$ cat src/rtl/exu_oitf.sv
// Outstanding Instruction Track FIFO for long-pipe instructions.
// Tracks in-flight destination registers in dispatch order, retires the oldest
// entry on long-pipe write-back and flags RAW/WAW hazards for dispatch.
module exu_oitf #(
  parameter int unsigned DEPTH       = 2,
  parameter int unsigned PTR_W       = $clog2(DEPTH),
  parameter int unsigned RFIDX_WIDTH = 5
) (
  input  logic                   clk,
  input  logic                   rst_n,
  // Allocation
  input  logic                   dis_ena,
  output logic                   dis_ready,
  input  logic                   dis_rdwen,
  input  logic [RFIDX_WIDTH-1:0] dis_rdidx,
  output logic [PTR_W-1:0]       dis_ptr,
  // Retirement
  input  logic                   ret_ena,
  output logic [PTR_W-1:0]       ret_ptr,
  output logic                   ret_rdwen,
  output logic [RFIDX_WIDTH-1:0] ret_rdidx,
  output logic                   oitf_empty,
  // Dependency check
  input  logic                   chk_rs1en,
  input  logic [RFIDX_WIDTH-1:0] chk_rs1idx,
  input  logic                   chk_rs2en,
  input  logic [RFIDX_WIDTH-1:0] chk_rs2idx,
  input  logic                   chk_rdwen,
  input  logic [RFIDX_WIDTH-1:0] chk_rdidx,
  output logic                   oitfrd_match_rs1,
  output logic                   oitfrd_match_rs2,
  output logic                   oitfrd_match_rd
);

  localparam logic [PTR_W:0] PtrOne = 1;

  // Pointers carry an extra wrap flag in the MSB to tell full from empty.
  logic [PTR_W:0]         wr_ptr_q, wr_ptr_d;
  logic [PTR_W:0]         rd_ptr_q, rd_ptr_d;
  logic [DEPTH-1:0]       vld_q, vld_d;
  logic [DEPTH-1:0]       rdwen_q, rdwen_d;
  logic [RFIDX_WIDTH-1:0] rdidx_q [DEPTH];
  logic [RFIDX_WIDTH-1:0] rdidx_d [DEPTH];

  logic [PTR_W-1:0] wr_idx, rd_idx;
  logic             empty, full;
  logic             do_alloc, do_ret;
  logic             hit_rs1, hit_rs2, hit_rd;

  assign wr_idx   = wr_ptr_q[PTR_W-1:0];
  assign rd_idx   = rd_ptr_q[PTR_W-1:0];
  assign empty    = (wr_ptr_q == rd_ptr_q);
  assign full     = (wr_idx == rd_idx) && (wr_ptr_q[PTR_W] != rd_ptr_q[PTR_W]);
  // No bypass: a same-cycle retire never frees a slot for a same-cycle allocate.
  assign do_alloc = dis_ena & ~full;
  assign do_ret   = ret_ena & ~empty;

  // Next-state for pointers and entry storage.
  always_comb begin
    wr_ptr_d = wr_ptr_q;
    rd_ptr_d = rd_ptr_q;
    vld_d    = vld_q;
    rdwen_d  = rdwen_q;
    rdidx_d  = rdidx_q;
    if (do_alloc) begin
      vld_d[wr_idx]   = 1'b1;
      // x0 is never a real destination, so it must never raise a hazard.
      rdwen_d[wr_idx] = dis_rdwen & (dis_rdidx != '0);
      rdidx_d[wr_idx] = dis_rdidx;
      wr_ptr_d        = wr_ptr_q + PtrOne;
    end
    if (do_ret) begin
      vld_d[rd_idx] = 1'b0;
      rd_ptr_d      = rd_ptr_q + PtrOne;
    end
  end

  // State registers; reset discards every outstanding entry.
  always_ff @(posedge clk or negedge rst_n) begin
    if (!rst_n) begin
      wr_ptr_q <= '0;
      rd_ptr_q <= '0;
      vld_q    <= '0;
      rdwen_q  <= '0;
      for (int unsigned i = 0; i < DEPTH; i++) begin
        rdidx_q[i] <= '0;
      end
    end else begin
      wr_ptr_q <= wr_ptr_d;
      rd_ptr_q <= rd_ptr_d;
      vld_q    <= vld_d;
      rdwen_q  <= rdwen_d;
      rdidx_q  <= rdidx_d;
    end
  end

  // Hazard search over registered entries only (retiring entries still match).
  always_comb begin
    hit_rs1 = 1'b0;
    hit_rs2 = 1'b0;
    hit_rd  = 1'b0;
    for (int unsigned i = 0; i < DEPTH; i++) begin
      if (vld_q[i] && rdwen_q[i]) begin
        if (rdidx_q[i] == chk_rs1idx) hit_rs1 = 1'b1;
        if (rdidx_q[i] == chk_rs2idx) hit_rs2 = 1'b1;
        if (rdidx_q[i] == chk_rdidx)  hit_rd  = 1'b1;
      end
    end
  end

  // Output decode.
  always_comb begin
    dis_ready        = ~full;
    dis_ptr          = wr_idx;
    ret_ptr          = rd_idx;
    oitf_empty       = empty;
    ret_rdwen        = empty ? 1'b0 : rdwen_q[rd_idx];
    ret_rdidx        = empty ? '0 : rdidx_q[rd_idx];
    oitfrd_match_rs1 = chk_rs1en & hit_rs1;
    oitfrd_match_rs2 = chk_rs2en & hit_rs2;
    oitfrd_match_rd  = chk_rdwen & hit_rd;
  end

endmodule
$ cat config.mk
export PLATFORM = sky130hd
export DESIGN_NAME = exu_oitf
export DESIGN_NICKNAME = d
export VERILOG_FILES = /design/src/rtl/exu_oitf.sv
export SDC_FILE = /design/constraint.sdc
export NUM_CORES = 1
export LEC_CHECK = 0
export CORE_MARGIN = 4
export CORE_UTILIZATION = 45
export CTS_BUF_LIST = sky130_fd_sc_hd__clkbuf_4
export CTS_CLUSTER_DIAMETER = 100
export DETAILED_ROUTE_END_ITERATION = 7
export PLACE_DENSITY = 0.85
export SYNTH_ARGS = -nofsm -noshare
export SYNTH_HDL_FRONTEND = slang
export SYNTH_SLANG_ARGS = --single-unit
$ cat constraint.sdc
create_clock -name clk -period 3.7 [get_ports clk]
set_clock_uncertainty 0.2 [all_clocks]
set_input_delay 0.74 -clock clk [delete_from_list [all_inputs] [get_ports clk]]
set_output_delay 0.74 -clock clk [all_outputs]
set_load 0.01 [all_outputs]
# Word level (Yosys, flattened, before mapping)
# Index checks and enable logic that the tools add are counted.
# op_classes
add_sub_neg	2
multipliers	0
div_mod_pow	0
n_lt_le_gt_ge	7
n_eq_ne	9
shift	0
n_mux	29
n_bitwise	13
n_reduce_logical	7
# op_table
cell	n
$eq A5 B5 Y1	6
$mux W5	5
$mux W1	17
$bwmux W10	1
$and A1 B1 Y1	6
$logic_and A1 B1 Y1	6
$demux W5 S1	1
$reduce_bool A5 Y1	1
$add A2 B1 Y2 const B	2
$ge A2 B2 Y1 const B	2
$lt A1 B2 Y1 const B	2
$mux W2	2
$not A1 Y2	2
$and A2 B2 Y2	1
$bwmux W2	1
$demux W1 S1	2
$eq A2 B2 Y1	1
$ge A1 B1 Y1 const B	2
$lt A2 B1 Y1 const B	1
$not A1 Y1	2
$not A2 Y2	1
$or A2 B2 Y2	1
$eq A1 B1 Y1	1
$ne A1 B1 Y1	1
# word_totals
ff_bits	18
latchBits	0
ram_bits	0
rom_bits	0
inputBits	28
word_cells	73
memories	0

# Logic depth before layout (Yosys ltp)
# logic_depth
depth_word	8
mapped_depth	5
ltp_nobuf	3

# Least setup slack after synthesis
# No wires, ideal clock.
# synth_timing
kind	reg2out
startpoint	register rd_ptr_q[0]
endpoint	output ret_rdidx[0]
arrival_time_ps	1225
path_slack_ps	1535
path_stages_with_launch	5
n_path_buf	1
cell_sequence	dfrtp_1 -> clkbuf_1 -> xor2_1 -> nor2_1 -> nor2_1
# synth_rtl
item	line	text
start: declaration	39	logic [PTR_W:0] rd_ptr_q, rd_ptr_d;
start signal: assignment	90	rd_ptr_q <= rd_ptr_d;
$eq A2 B2 Y1	52	assign empty = (wr_ptr_q == rd_ptr_q);
via oitf_empty	22	output logic oitf_empty,
$mux W5	118	ret_rdidx = empty ? '0 : rdidx_q[rd_idx];
end: declaration	21	output logic [RFIDX_WIDTH-1:0] ret_rdidx,
# The timed path passes the listed nets, and every way through them passes these cells. The select of a mux whose other input is x is not followed.

# Worst setup path after layout
# layout_timing
startpoint	register rd_ptr_q[0]
endpoint	output oitf_empty
# layout_via
elab_chain_len	1
# layout_lines
item	line
$eq A2 B2 Y1	52
end: declaration	22
# Every way passes these cells.

==> impl_metrics.ini <==
[place]
dp.final_hpwl_mm = 2.51
place.gp.congestion = 0.898
place_inst = 181
port_buffers = 40

[synthesis]
yosys_warnings = 0
avgSynthCellArea_um2 = 10.8
ys_ff_latch = 18
synth_xor_area_share_pct = 26.2
yosys.area_share.adder_pct = 0
synth-simple-area-share_pct = 9.15
synth_compound_area_share_pct = 7.42
muxShareOfSynthArea_pct = 17.2
synth_cell_type_count = 23
syn-num-nets = 142
synth_top_family_by_area = XOR/XNOR gates
ys_seq_area_share_pct = 36.6
syn_inst = 114
synth.cell_area_mm2 = 0.00123

[flow_run]
cap_violations = 0

[clock_tree]
cts_tree = yes
hold_buffers = 0
cts_root_buf = clkbuf_4
cts_resized = 0
clkTransAtPathRegs_ns = 0.10
cts_buffer_depth = 2
numCtsBuffers = 3
clock-sinks = 18
post_cts_buffers = 0
clock_latency_ns = 0.28
htreeDepth = 1

[die]
core_mm2 = 0.00254
io_pins = 41
die_area_mm2 = 0.00364
die_y_um = 60.3
fp-row-count = 18
fp.dieW_um = 60.3
start_util_pct = 48.4

[global_routing]
overflow = 0
met2_usage_pct = 32.6
busiest_layer = met2
grt_pass1_wl_mm = 4.92
antenna_found_initial = 0
grt_max_degree = 19
grt_usage_pct = 18.2
grt_util_met3_pct = 2.38
grt_pass1_vias = 1098
grtUsageMet1_pct = 23.8

[sta]
min_period_over_period_pct = 88.0
period_minus_slack_ns = 3.26
final.setup.tns_ns = 0
fmax_ghz = 0.307
rsz0062_at_grt = false
hold_viol = 0
drv_slew = 0
finalSetupViolations = 0
worst_slew_pin_slew_ns = 0.772
timing.slew.headroom_pct = 48.4

[critical_path]
endpoint_kind = primary output
crit_arrival_ns = 2.32
critical_path_required_ns = 2.76
path_max_fanout = 14
reg2reg_slack_ns = 1.62
r2r-end = rdidx_q[6]
criticalPathCategory = reg2out
rr_worst_depth = 3
start_kind = flip-flop
timing.rr.start = rd_ptr_q[0]

[detailed_routing]
dr.pass1.iters = 4
vias = 1013
post_drt_via_cell_ratio = 5.48
drc_errors = 0
wl_per_cell_um = 17.1
first_iter_violations = 43
routed_wl_mm = 3.17
detail-route-antenna-nets = 0

[hold_path]
min_to = wr_ptr_q[1]
hold_path_depth = 1
holdCritStartpoint = wr_ptr_q[1]
min_path_type = reg2reg

[cells_and_area]
antennaDiodeCount = 0
area_growth_pct = 36.1
instances_no_fill = 185
drive_gt1_share_pct = 9.68
layout_commonest_cell = clkdlybuf4s50_1
layout_common_cells = clkdlybuf4s50_1 (40), xnor2_1 (33), dfrtp_1 (18), nand4_1 (12), mux2i_1 (8)
final_nets = 184

[outcome]
status = complete, no violations

[power]
p_clk_share_pct = 6.5
p_per_area_mw_per_mm2 = 893
p_int_uw = 866
vdd_drop_max_v = 0.000607
p_switching_uw = 630
p_sw_share_pct = 42.1
p_leak_nw = 0.650
p_seq_share_pct = 33.9
p_comb_share_pct = 59.6
## flip-flops by register name (all words and copies together) (netlist names)
| name | cells |
|---|---|
| rd_ptr_q | 2 |
| rdidx_q | 10 |
| rdwen_q | 2 |
| vld_q | 2 |
| wr_ptr_q | 2 |
## power groups by stage
stage	sequential, mW	clock [mW]	combinational [mW]
global route	0.524	0.109	0.965
global placement	0.494	0	0.869
detailed placement	0.504	0	0.891
CTS	0.499	0.0970	0.898
finish	0.507	0.0971	0.892
floorplan	0.433	0	0.600
## how the worst max path moves through the flow
| stage | start | to | slack [ns] | cells past startpoint |
|---|---|---|---|---|
| global placement | chk_rdidx[4] | oitfrd_match_rd | 0.51 | 5 |
| detailed placement | chk_rdidx[4] | oitfrd_match_rd | 0.47 | 5 |
| floorplan | rd_ptr_q[0] | ret_rdidx[0] | 1.54 | 4 |
| finish | rd_ptr_q[0] | oitf_empty | 0.44 | 3 |
| CTS | rd_ptr_q[0] | oitf_empty | 0.45 | 3 |
| global route | rd_ptr_q[0] | oitf_empty | 0.26 | 3 |
## worst max-delay path, cell delays in order, from the launching register on
cell             delay, ns
dfrtp_1               0.80
xor2_1                0.16
nor2_1                0.42
clkdlybuf4s50_1       0.64
## cell usage after synthesis, drive strengths merged
cell type | count | area share, %
a211o | 1 | 0.71
a211oi | 1 | 1.6
a21oi | 1 | 0.41
a2bb2oi | 1 | 0.71
buf | 2 | 1.3
clkbuf | 1 | 0.30
dfrtp | 18 | 37
inv | 6 | 1.8
mux2 | 10 | 11
mux2i | 8 | 6.5
nand2 | 1 | 0.30
nand4 | 12 | 6.1
nor2 | 7 | 2.1
o211ai | 1 | 0.61
o21a | 1 | 0.61
o21ai | 3 | 1.2
o22ai | 3 | 1.5
or4 | 1 | 0.61
xnor2 | 33 | 23
xor2 | 3 | 2.7
## per-layer routing
metal,up-vias,wire (µm)
li1,479,-
met3,0,195
met2,35,1560
met1,499,1410
met4,0,0
met5,-,0
## kinds of logic (layout without fill, tap and decap cells)
logic type | after synthesis | in the layout
AOI/OAI and AO/OA | 12 | 12
muxes | 18 | 18
xor gates and xnor gates | 36 | 36
DFF | 18 | 18
buffers and inverters | 9 | 50
and+or+nand+nor | 21 | 21
## layout make-up
| class | count | area, µm² |
|---|---|---|
| Sequential cell | 18 | 450 |
| Tap cell | 30 | 37.5 |
| Clock buffer | 3 | 22.5 |
| Clock inverter | 1 | 3.75 |
| Inverter | 6 | 22.5 |
| Multi-Input combinational cell | 87 | 738 |
| Fill cell | 222 | 870 |
| Timing Repair Buffer | 40 | 400 |
## metrics by stage
| stage | hold WS [ns] | utilization, % | setup slack (ns) | power [mW] | area, µm² |
|---|---|---|---|---|---|
| 5_1_grt | 0.367 | 65.8 | 0.261 | 1.60 | 1680 |
| 4_1_cts | 0.335 | 65.8 | 0.455 | 1.49 | 1680 |
| 6_report | 0.333 | 65.8 | 0.442 | 1.50 | 1680 |
| 2_1_floorplan | 0.244 | - | 1.54 | 1.03 | 1230 |
| 3_5_place_dp | 0.317 | 64.8 | 0.465 | 1.40 | 1650 |
| 3_3_place_gp | 0.310 | 64.8 | 0.508 | 1.36 | 1650 |
(Power assumes the default switching activity.)
